**config.mk**
```make
export PLATFORM = sky130hd
export DESIGN_NAME = cv32e40x_mpu_arbiter
export DESIGN_NICKNAME = d
export VERILOG_FILES = /design/src/rtl/cv32e40x_mpu_arbiter.sv
export SDC_FILE = /design/constraint.sdc
export NUM_CORES = 1
export LEC_CHECK = 0
export CORE_MARGIN = 2
export CORE_UTILIZATION = 24
export CTS_BUF_LIST = sky130_fd_sc_hd__clkbuf_4
export DETAILED_ROUTE_END_ITERATION = 10
export GPL_ROUTABILITY_DRIVEN = 0
export PLACE_DENSITY = 0.76
export SETUP_SLACK_MARGIN = 0.5
export SYNTH_ARGS = -nofsm -noshare
export SYNTH_HDL_FRONTEND = slang
export SYNTH_SLANG_ARGS = --single-unit
export TNS_END_PERCENT = 1
```
**constraint.sdc**
```tcl
create_clock -name clk -period 2.85 [get_ports clk]
set_input_delay 0.57 -clock clk [delete_from_list [all_inputs] [get_ports clk]]
set_output_delay 0.57 -clock clk [all_outputs]
set_load 0.01 [all_outputs]
```
**src/rtl/cv32e40x_mpu_arbiter.sv**
```systemverilog
// -----------------------------------------------------------------------------
// cv32e40x_mpu_arbiter
//
// Shares the data-side MPU between the LSU (requester 0) and the eXtension
// interface memory port (requester 1).
//   - LSU has fixed priority. An XIF starvation counter forces XIF to win once
//     it has lost STARVE_LIMIT consecutive cycles.
//   - The grant is locked (HOLD states) while a presented request is unaccepted.
//   - A small owner FIFO records who issued each outstanding transaction, so
//     in-order MPU responses are routed back to the right requester.
//   - XIF requests rejected by the MPU (mpu_err_i) get xif_mpu_err_o instead of
//     a response and are not pushed. LSU errored requests are pushed because
//     the MPU answers them later.
//
// Ports
//   clk, rst_n                            clock, async active-low reset
//   lsu_trans_valid_i/ready_o/trans_i     LSU request channel
//   lsu_resp_valid_o/resp_o               LSU response channel
//   xif_trans_valid_i/ready_o/trans_i     XIF request channel
//   xif_resp_valid_o/resp_o               XIF response channel
//   xif_mpu_err_o                         XIF request accepted with MPU error
//   mpu_trans_valid_o/ready_i/trans_o     selected request towards the MPU
//   mpu_err_wait_o                        1 when LSU selected, 0 when XIF selected
//   mpu_err_i                             MPU immediate error for current request
//   mpu_one_txn_pend_n_o                  exactly one outstanding txn next cycle
//   mpu_resp_valid_i/resp_i               in-order MPU response
// -----------------------------------------------------------------------------
module cv32e40x_mpu_arbiter #(
  parameter type         TRANS_TYPE   = logic [31:0],
  parameter type         RESP_TYPE    = logic [31:0],
  parameter int unsigned DEPTH        = 2,
  parameter int unsigned STARVE_LIMIT = 4
) (
  input  logic      clk,
  input  logic      rst_n,

  input  logic      lsu_trans_valid_i,
  output logic      lsu_trans_ready_o,
  input  TRANS_TYPE lsu_trans_i,
  output logic      lsu_resp_valid_o,
  output RESP_TYPE  lsu_resp_o,

  input  logic      xif_trans_valid_i,
  output logic      xif_trans_ready_o,
  input  TRANS_TYPE xif_trans_i,
  output logic      xif_resp_valid_o,
  output RESP_TYPE  xif_resp_o,
  output logic      xif_mpu_err_o,

  output logic      mpu_trans_valid_o,
  input  logic      mpu_trans_ready_i,
  output TRANS_TYPE mpu_trans_o,
  output logic      mpu_err_wait_o,
  input  logic      mpu_err_i,
  output logic      mpu_one_txn_pend_n_o,
  input  logic      mpu_resp_valid_i,
  input  RESP_TYPE  mpu_resp_i
);

  localparam int unsigned PtrW = (DEPTH > 1) ? $clog2(DEPTH) : 1;
  localparam int unsigned CntW = $clog2(DEPTH + 1);
  localparam int unsigned StvW = $clog2(STARVE_LIMIT + 1);

  typedef enum logic [1:0] {StFree, StHoldLsu, StHoldXif} state_e;

  state_e              r_state, w_state_nxt;
  logic [CntW-1:0]     r_cnt;
  logic [CntW-1:0]     w_cnt_nxt;
  logic [StvW-1:0]     r_starve, w_starve_nxt;
  logic [PtrW-1:0]     r_wptr, r_rptr;
  logic [DEPTH-1:0]    r_owner;  // 1 = XIF owns the entry

  logic w_sel_xif, w_sel_valid, w_full, w_empty, w_hs, w_push, w_pop, w_head_xif;

  // Requester selection: locked to the held requester in HOLD states.
  always_comb begin
    w_sel_xif = 1'b0;
    unique case (r_state)
      StHoldLsu: w_sel_xif = 1'b0;
      StHoldXif: w_sel_xif = 1'b1;
      default:   w_sel_xif = xif_trans_valid_i &&
                             (!lsu_trans_valid_i || (r_starve == StvW'(STARVE_LIMIT)));
    endcase
  end

  assign w_sel_valid = w_sel_xif ? xif_trans_valid_i : lsu_trans_valid_i;
  assign w_full      = (r_cnt == CntW'(DEPTH));
  assign w_empty     = (r_cnt == '0);

  assign mpu_trans_valid_o = w_sel_valid && !w_full;
  assign mpu_trans_o       = w_sel_xif ? xif_trans_i : lsu_trans_i;
  assign mpu_err_wait_o    = !w_sel_xif;
  assign lsu_trans_ready_o = !w_sel_xif && mpu_trans_ready_i && !w_full;
  assign xif_trans_ready_o =  w_sel_xif && mpu_trans_ready_i && !w_full;

  assign w_hs          = mpu_trans_valid_o && mpu_trans_ready_i;
  // An XIF request the MPU rejects never gets a response, so it is not tracked.
  assign w_push        = w_hs && !(w_sel_xif && mpu_err_i);
  assign xif_mpu_err_o = w_hs && w_sel_xif && mpu_err_i;

  // Response routing from the FIFO head; data goes to both ports, only valid is gated.
  assign w_head_xif       = r_owner[r_rptr];
  assign w_pop            = mpu_resp_valid_i && !w_empty;
  assign lsu_resp_valid_o = w_pop && !w_head_xif;
  assign xif_resp_valid_o = w_pop &&  w_head_xif;
  assign lsu_resp_o       = mpu_resp_i;
  assign xif_resp_o       = mpu_resp_i;

  assign w_cnt_nxt            = r_cnt + CntW'(w_push) - CntW'(w_pop);
  assign mpu_one_txn_pend_n_o = (w_cnt_nxt == CntW'(1));

  always_comb begin
    w_state_nxt = r_state;
    unique case (r_state)
      StFree: begin
        if (w_sel_valid && !mpu_trans_ready_i) begin
          w_state_nxt = w_sel_xif ? StHoldXif : StHoldLsu;
        end
      end
      StHoldLsu, StHoldXif: begin
        if (w_hs) w_state_nxt = StFree;
      end
      default: w_state_nxt = StFree;
    endcase
  end

  // XIF loses a cycle whenever it is valid in FREE and the LSU is selected.
  always_comb begin
    w_starve_nxt = r_starve;
    if (w_hs && w_sel_xif) begin
      w_starve_nxt = '0;
    end else if ((r_state == StFree) && xif_trans_valid_i && !w_sel_xif &&
                 (r_starve != StvW'(STARVE_LIMIT))) begin
      w_starve_nxt = r_starve + StvW'(1);
    end
  end

  always_ff @(posedge clk or negedge rst_n) begin
    if (!rst_n) begin
      r_state  <= StFree;
      r_cnt    <= '0;
      r_starve <= '0;
      r_wptr   <= '0;
      r_rptr   <= '0;
      r_owner  <= '0;
    end else begin
      r_state  <= w_state_nxt;
      r_cnt    <= w_cnt_nxt;
      r_starve <= w_starve_nxt;
      if (w_push) begin
        r_owner[r_wptr] <= w_sel_xif;
        r_wptr          <= (r_wptr == PtrW'(DEPTH - 1)) ? '0 : r_wptr + PtrW'(1);
      end
      if (w_pop) begin
        r_rptr <= (r_rptr == PtrW'(DEPTH - 1)) ? '0 : r_rptr + PtrW'(1);
      end
    end
  end

  // Illegal traffic: response with nothing outstanding, push into a full FIFO.
  a_resp_not_empty: assert property (@(posedge clk) disable iff (!rst_n)
                                     mpu_resp_valid_i |-> !w_empty);
  a_push_not_full:  assert property (@(posedge clk) disable iff (!rst_n)
                                     w_push |-> !w_full);

endmodule

```
==> results.py, run 1 <==
metrics = {
    "worst_hold_path": {
        "holdPathEnd": "r_rptr$_DFFE_PN0P_",
        "timing.hold.worst.class": "reg -> reg",
        "holdCritStartpoint": "r_rptr$_DFFE_PN0P_",
        "worstHoldPathCells": 1,
    },
    "flow_run": {
        "timing.max_cap.violations": 0,
    },
    "timing": {
        "worst_path_setup_slack_after_routing_ns": -0.1513,
        "final_setup_fails": 15,
        "finalWorstPathRequiredPeriod_ns": 3.001,
        "clock.fmax_ghz": 0.3332,
        "final_min_period_over_clock_period": 1.053,
        "timing.clock.skew_ns": 0.006439,
        "timing_worst_slew_pin_value_ns": 0.5369,
        "finalHoldViolations": 0,
        "timing.setup.tns_ns": -1.317,
        "worst_slew_margin_rel": 0.6410,
        "grt_setup_unrepaired": "yes",
        "timing.final.max_slew_violations": 0,
    },
    "setup_path": {
        "reg2reg_slack_ns": 0.67,
        "worstReg2RegStart": "r_state[1]$_DFFE_PN0P_",
        "crit_path_end_kind": "output pin",
        "worstSetupStartpointType": "flip-flop",
        "timing.critical_path.required_ns": 2.28,
        "critPathKind": "reg -> out",
        "reg2regPathDepth": 11,
        "end_of_the_worst_register_to_register_path": "r_cnt[1]$_DFF_PN0_",
        "critical_path.max_fanout": 4,
        "timing.critical_path.arrival_ns": 2.43,
    },
    "cells_and_area": {
        "area.growth.synth_to_final_pct": 60.49,
        "final_common_cell": "nand2_1",
        "antennaDiodeCount": 0,
        "fillers": 705,
        "post_route_cells_drive_above_1_share": 0.2792,
        "nets": 418,
        "layout.core_utilization": 0.3965,
        "layout.cells.most_common_list": "nand2_1 (87), clkdlybuf4s50_1 (81), buf_4 (20)",
    },
    "routing": {
        "drt_first_iter_violations": 48,
        "post_drt_via_cell_ratio": 4.299,
        "post_drt_wl_per_cell_um": 16.28,
        "post-route-drc-count": 0,
        "drt_pass1_iterations": 4,
        "routed_wirelength_mm": 6.316,
        "antenna_violating_nets_left": 0,
        "route.vias.total": 1668,
    },
    "clocking": {
        "cts_max_path_buffers": 2,
        "clockRootBuffer": "clkbuf_4",
        "numClockSinks": 11,
        "clk_pin_slew_ns": 0.08,
        "tritoncts": "built",
        "clk_latency_ns": 0.28,
        "cts_htree_levels": 1,
        "cts-buffers-inserted": 3,
        "cts_hold_buf": 0,
    },
    "floorplanning": {
        "die_w_um": 87.40,
        "floorplan.die_area_um2": 7638,
        "design.portCount": 207,
        "core-area_um2": 6756,
        "initial_core_util": 0.2470,
        "chip_height_um": 87.40,
        "row_count": 30,
    },
    "yosys": {
        "seq_area_frac_synth": 0.1649,
        "syn_avg_cell_area_um2": 6.955,
        "gate_count_of_the_mapped_netlist": 240,
        "postSynthNetCount": 349,
        "yosys_warnings": 0,
        "synthArstFlopShare": 1.000,
        "synth_cell_types": 34,
        "post_synthesis_instance_area_um2": 1669,
        "synth-main-ff-cell": "dfrtp_1",
        "synth-edff-count": 0,
        "register_bit_total_from_synthesis": 11,
    },
    "place": {
        "port-buffer-count": 110,
        "dp.final_hpwl_mm": 5.183,
    },
    "pwr": {
        "worst_ir_drop_vdd_v": 0.0005780,
        "p_per_area_nw_per_um2": 861.4,
        "cellLeakagePower_uw": 0.001287,
    },
    "global_routing": {
        "grt_start_max_net_pins": 25,
        "grt.total_usage": 0.1523,
        "first_global_vias": 1642,
        "grt_pass1_wl_mm": 9.039,
        "global_route.overflow_total": 0,
        "number_of_antenna_violations_at_the_first_check_in_global_routing": 0,
    },
    "run_status": {
        "result_of_the_run": "complete, but fails checks",
        "violations": "setup timing",
    },
}
==> per-stage QoR <==
stage	cells	setup slack, ns	power [uW]	hold slack, ns	instance area [um^2]
floorplan	240	0.1337	1326	0.2744	1729
global placement	379	-0.6990	2040	0.4808	2564
detailed placement	379	-0.7545	2075	0.4980	2564
CTS	388	-0.1459	2289	0.5149	2630
global route	388	-0.2610	2486	0.5323	2679
finish	388	-0.1513	2308	0.5077	2679
==> metal layers <==
layer	up-vias	wire length, um	GRT usage
met3	10	631	0.05687
met5	-	0	0
li1	820	-	-
met2	105	3292	0.2672
met1	733	2345	0.1799
met4	0	46	0.02238
==> cell usage after synthesis, drive strengths merged (2+ instances only) <==
library cell / number / share of area
o21ai: 2 / 0.013
nand2: 99 / 0.22
xnor2: 5 / 0.031
nand2b: 4 / 0.019
a32o: 2 / 0.012
mux2i: 3 / 0.018
inv: 9 / 0.022
and2: 2 / 0.0075
dfrtp: 11 / 0.16
buf: 71 / 0.32
ha: 6 / 0.045
nor2: 10 / 0.022
o2111ai: 2 / 0.021
nor3: 2 / 0.013
==> sequential cells by signal, summed over array words and instances (netlist names) <==
register and count:
r_owner 2, r_starve 3, r_state 2, r_wptr 1, r_rptr 1, r_cnt 2
==> cells by family after synthesis <==
| group | Yosys count | synth area share |
|---|---|---|
| AOI/OAI and AO/OA | 13 | 0.09071 |
| xor gates and xnor gates | 5 | 0.03074 |
| adders and majority gates | 6 | 0.04498 |
| buffers and inverters | 80 | 0.3388 |
| DFF | 11 | 0.1649 |
| muxes | 4 | 0.02698 |
| and+or+nand+nor | 121 | 0.3029 |
==> area by class of cell <==
cell class / count / area (um^2) / share of cell area
repair buffers: 135 / 1274 / 0.4755
multi-input cells: 149 / 953.4 / 0.3559
flip-flops and latches: 11 / 275.3 / 0.1028
well taps: 80 / 100.1 / 0.03737
inverters: 9 / 46.29 / 0.01728
clock buffers: 4 / 30.03 / 0.01121
==> power breakdown <==
part	internal (uW)	leakage [uW]	total (uW)	switching, uW
Clock	63.8	0.0000184	121	57.4
Combinational	1020	0.00113	1890	863
Sequential	235	0.000136	298	63.0
==> worst max-delay path by stage <==
stage,start,end,slack (ns),depth (start not counted)
after global routing,r_state[0]$_DFFE_PN0P_,mpu_one_txn_pend_n_o,-0.26,12
after detailed placement,lsu_trans_valid_i,mpu_one_txn_pend_n_o,-0.75,11
after CTS,r_state[1]$_DFFE_PN0P_,mpu_one_txn_pend_n_o,-0.15,12
final,r_state[1]$_DFFE_PN0P_,mpu_one_txn_pend_n_o,-0.15,12
after floorplan,r_state[1]$_DFFE_PN0P_,mpu_one_txn_pend_n_o,0.13,12
after global placement,lsu_trans_valid_i,mpu_one_txn_pend_n_o,-0.70,11
==> worst max-delay path, cell delays in order (launching register included) <==
cell      delay (ns)
dfrtp_1         0.42
inv_2           0.06
ha_4            0.29
nand2b_4        0.13
o21ai_4         0.08
a21o_4          0.22
ha_4            0.26
inv_2           0.03
ha_4            0.15
xnor2_2         0.18
xnor2_2         0.15
nor2_1          0.05
buf_2           0.13
==> what timing repair did <==
item,4_1_cts,5_1_grt
resized for setup,123,11
cloned,1,0
pin swaps,15,4
setup buffers,4,0
endpoints found under the setup margin,40,38
Power figures use the tool's default switching activity.
==> run 2: changes to the inputs <==
CELL_PAD_IN_SITES_DETAIL_PLACEMENT = 0   (was unset)
CELL_PAD_IN_SITES_GLOBAL_PLACEMENT = 2   (was unset)
CORE_MARGIN = unset   (was 2)
CORE_UTILIZATION = 10   (was 24)
PLACE_DENSITY = 0.75   (was 0.76)
==> run 2 against run 1 <==
Effect of this change:
- via count grew 2.3%
- sequential power is essentially flat
- the run still ends with setup timing left
- combinational power grew 11%
- largest cell class unchanged
- highest routed layer unchanged
- non-clock buffer count grew 5
==> results.py, run 2 (synthesis results as in run 1) <==
metrics = {
    "run_status": {
        "result_of_the_run": "complete, but fails checks",
        "violations": "setup timing",
    },
    "cells_and_area": {
        "layout.cells.most_common_list": "clkdlybuf4s50_1 (68), nand2_1 (61), nand2_2 (24), buf_4 (24)",
        "largest_register_ff_count": 3,
        "antennaDiodeCount": 0,
        "final_common_cell": "clkdlybuf4s50_1",
        "area.growth.synth_to_final_pct": 82.23,
        "final_cell_area_um2": 3042,
        "nets": 423,
        "most_flops_register": "r_starve",
        "post_route_cells_drive_above_1_share": 0.4089,
        "fillers": 1807,
    },
    "worst_hold_path": {
        "worstHoldPathCells": 1,
        "holdCritStartpoint": "r_state[0]$_DFFE_PN0P_",
        "holdPathEnd": "r_state[0]$_DFFE_PN0P_",
        "timing.hold.worst.class": "reg -> reg",
    },
    "setup_path": {
        "end_of_the_worst_register_to_register_path": "r_cnt[1]$_DFF_PN0_",
        "crit_path_end_kind": "output pin",
        "reg2reg_slack_ns": 0.57,
        "timing.critical_path.arrival_ns": 2.48,
        "worstReg2RegStart": "r_state[0]$_DFFE_PN0P_",
        "critical_path.max_fanout": 2,
        "critPathKind": "in -> out",
        "cp_top_delay_family": "buffers and inverters",
        "worstSetupStartpointType": "input pin",
        "timing.critical_path.required_ns": 2.28,
        "worstPathCellList": "clkdlybuf4s50_1 -> o2111ai_4 -> a21o_4 -> ha_4 -> inv_2 -> ha_4 -> xnor2_2 -> xnor2_1 -> nor2_1 -> buf_2",
        "cp.depth": 10,
        "critical_path.n_buffers_inverters": 3,
        "crit_path_max_incr_delay_ns": 0.53,
        "reg2regPathDepth": 12,
        "timing.critical_path.mode_cell": "ha_4",
        "critical-path-slowest-cell": "clkdlybuf4s50_1",
    },
    "place": {
        "detailedPlace.worstSlack_ns": -0.7236,
        "dp.final_hpwl_mm": 4.573,
        "place_area_um2": 2756,
        "port-buffer-count": 110,
    },
    "flow_run": {
        "timing.max_cap.violations": 0,
    },
    "global_routing": {
        "grt_start_max_net_pins": 28,
        "first_global_vias": 1781,
        "grt_pass1_wl_mm": 9.611,
        "grt.total_usage": 0.06984,
        "global_route.overflow_total": 0,
        "number_of_antenna_violations_at_the_first_check_in_global_routing": 0,
    },
    "floorplanning": {
        "floorplan.die_area_um2": 17210,
        "chip_height_um": 131.2,
        "design.portCount": 207,
        "die_w_um": 131.2,
        "row_count": 46,
        "initial_core_util": 0.1036,
        "core-area_um2": 16120,
    },
    "pwr": {
        "internal-power_uw": 1416,
        "p_clk_frac": 0.048,
        "worst_ir_drop_vdd_v": 0.0004383,
        "p_switching_uw": 1100,
        "power_switching_share": 0.4371,
        "cellLeakagePower_uw": 0.001416,
        "share_comb_of_total_power": 0.833,
        "p_per_area_nw_per_um2": 827.0,
        "seq_power_share": 0.119,
    },
    "routing": {
        "post_drt_via_cell_ratio": 3.227,
        "routed_wirelength_mm": 6.192,
        "post-route-drc-count": 0,
        "post_drt_wl_per_cell_um": 11.71,
        "route.vias.total": 1707,
        "drt_first_iter_violations": 21,
        "drt_pass1_iterations": 4,
        "antenna_violating_nets_left": 0,
    },
    "timing": {
        "worst_path_setup_slack_after_routing_ns": -0.1975,
        "grt_setup_unrepaired": "yes",
        "timing.clock.skew_ns": 0.001173,
        "timing.final.max_slew_violations": 0,
        "finalWorstPathRequiredPeriod_ns": 3.048,
        "timing.setup.tns_ns": -0.1975,
        "clock.fmax_ghz": 0.3281,
        "fin_worst_hold_slack_ns": 0.5139,
        "timing_worst_slew_pin_value_ns": 0.5663,
        "worst_slew_margin_rel": 0.6213,
        "final_setup_fails": 1,
        "final_min_period_over_clock_period": 1.069,
        "finalHoldViolations": 0,
    },
    "clocking": {
        "cts_hold_buf": 0,
        "numClockSinks": 11,
        "clk_pin_slew_ns": 0.07,
        "tritoncts": "built",
        "clk_latency_ns": 0.28,
        "cts_max_path_buffers": 2,
        "cts-buffers-inserted": 3,
        "clockRootBuffer": "clkbuf_4",
        "cts_htree_levels": 1,
    },
}
run 2: cell count changes in the layout (fill, tap and decap cells not counted), sizes merged:
cell	delta
clkdlybuf4s50	-13
buf	+9
clkbuf	+7
dlymetal6s2s	+6
dlygate4sd2	-3
bufbuf	-1
run 2: area by class of cell:
cell class                      count  area, um^2  area share
Clock buffer                        4       30.03    0.009872
Inverter                            9       46.29     0.01522
Multi-Input combinational cell    149        1066      0.3505
Sequential cell                    11       276.5     0.09091
Tap cell                          216       270.3     0.08885
Timing Repair Buffer              140        1353      0.4447
run 2: repair_timing:
item,4_1_cts,5_1_grt
setup endpoints to repair,40,39
pin swaps,6,47
gates cloned,1,0
gates resized for setup,104,104
buffers inserted,4,2
run 2: power by group through the flow:
stage               registers [uW]  logic (uW)  clock network [uW]
floorplan                      297        1030                   0
global placement               295        1790                   0
detailed placement             302        1820                   0
CTS                            299        1940                 128
global route                   310        2290                 135
finish                         299        2100                 122
run 2: through the flow:
stage / total power (uW) / cells / util
floorplan: 1326 / 240 / -
global placement: 2081 / 518 / 0.1710
detailed placement: 2126 / 518 / 0.1710
CTS: 2366 / 527 / 0.1745
global route: 2736 / 529 / 0.1887
finish: 2516 / 529 / 0.1887
run 2: routing by layer:
metal / share of wire / vias to the layer above / track usage / routed length [um]
met5: 0 / - / 0 / 0
met4: 0.047 / 0 / 0.04183 / 294
met3: 0.060 / 38 / 0.009645 / 370
met2: 0.53 / 78 / 0.1321 / 3306
met1: 0.36 / 762 / 0.07266 / 2220
li1: - / 829 / - / -
run 2: how the worst max path moves through the flow:
| stage | from | end | slack, ns |
|---|---|---|---|
| after floorplan | r_state[1]$_DFFE_PN0P_ | mpu_one_txn_pend_n_o | 0.13 |
| after global placement | lsu_trans_valid_i | mpu_one_txn_pend_n_o | -0.68 |
| after detailed placement | lsu_trans_valid_i | mpu_one_txn_pend_n_o | -0.72 |
| after CTS | r_state[1]$_DFFE_PN0P_ | mpu_one_txn_pend_n_o | -0.21 |
| after global routing | r_state[1]$_DFFE_PN0P_ | mpu_one_txn_pend_n_o | -0.30 |
| final | mpu_trans_ready_i | mpu_one_txn_pend_n_o | -0.20 |
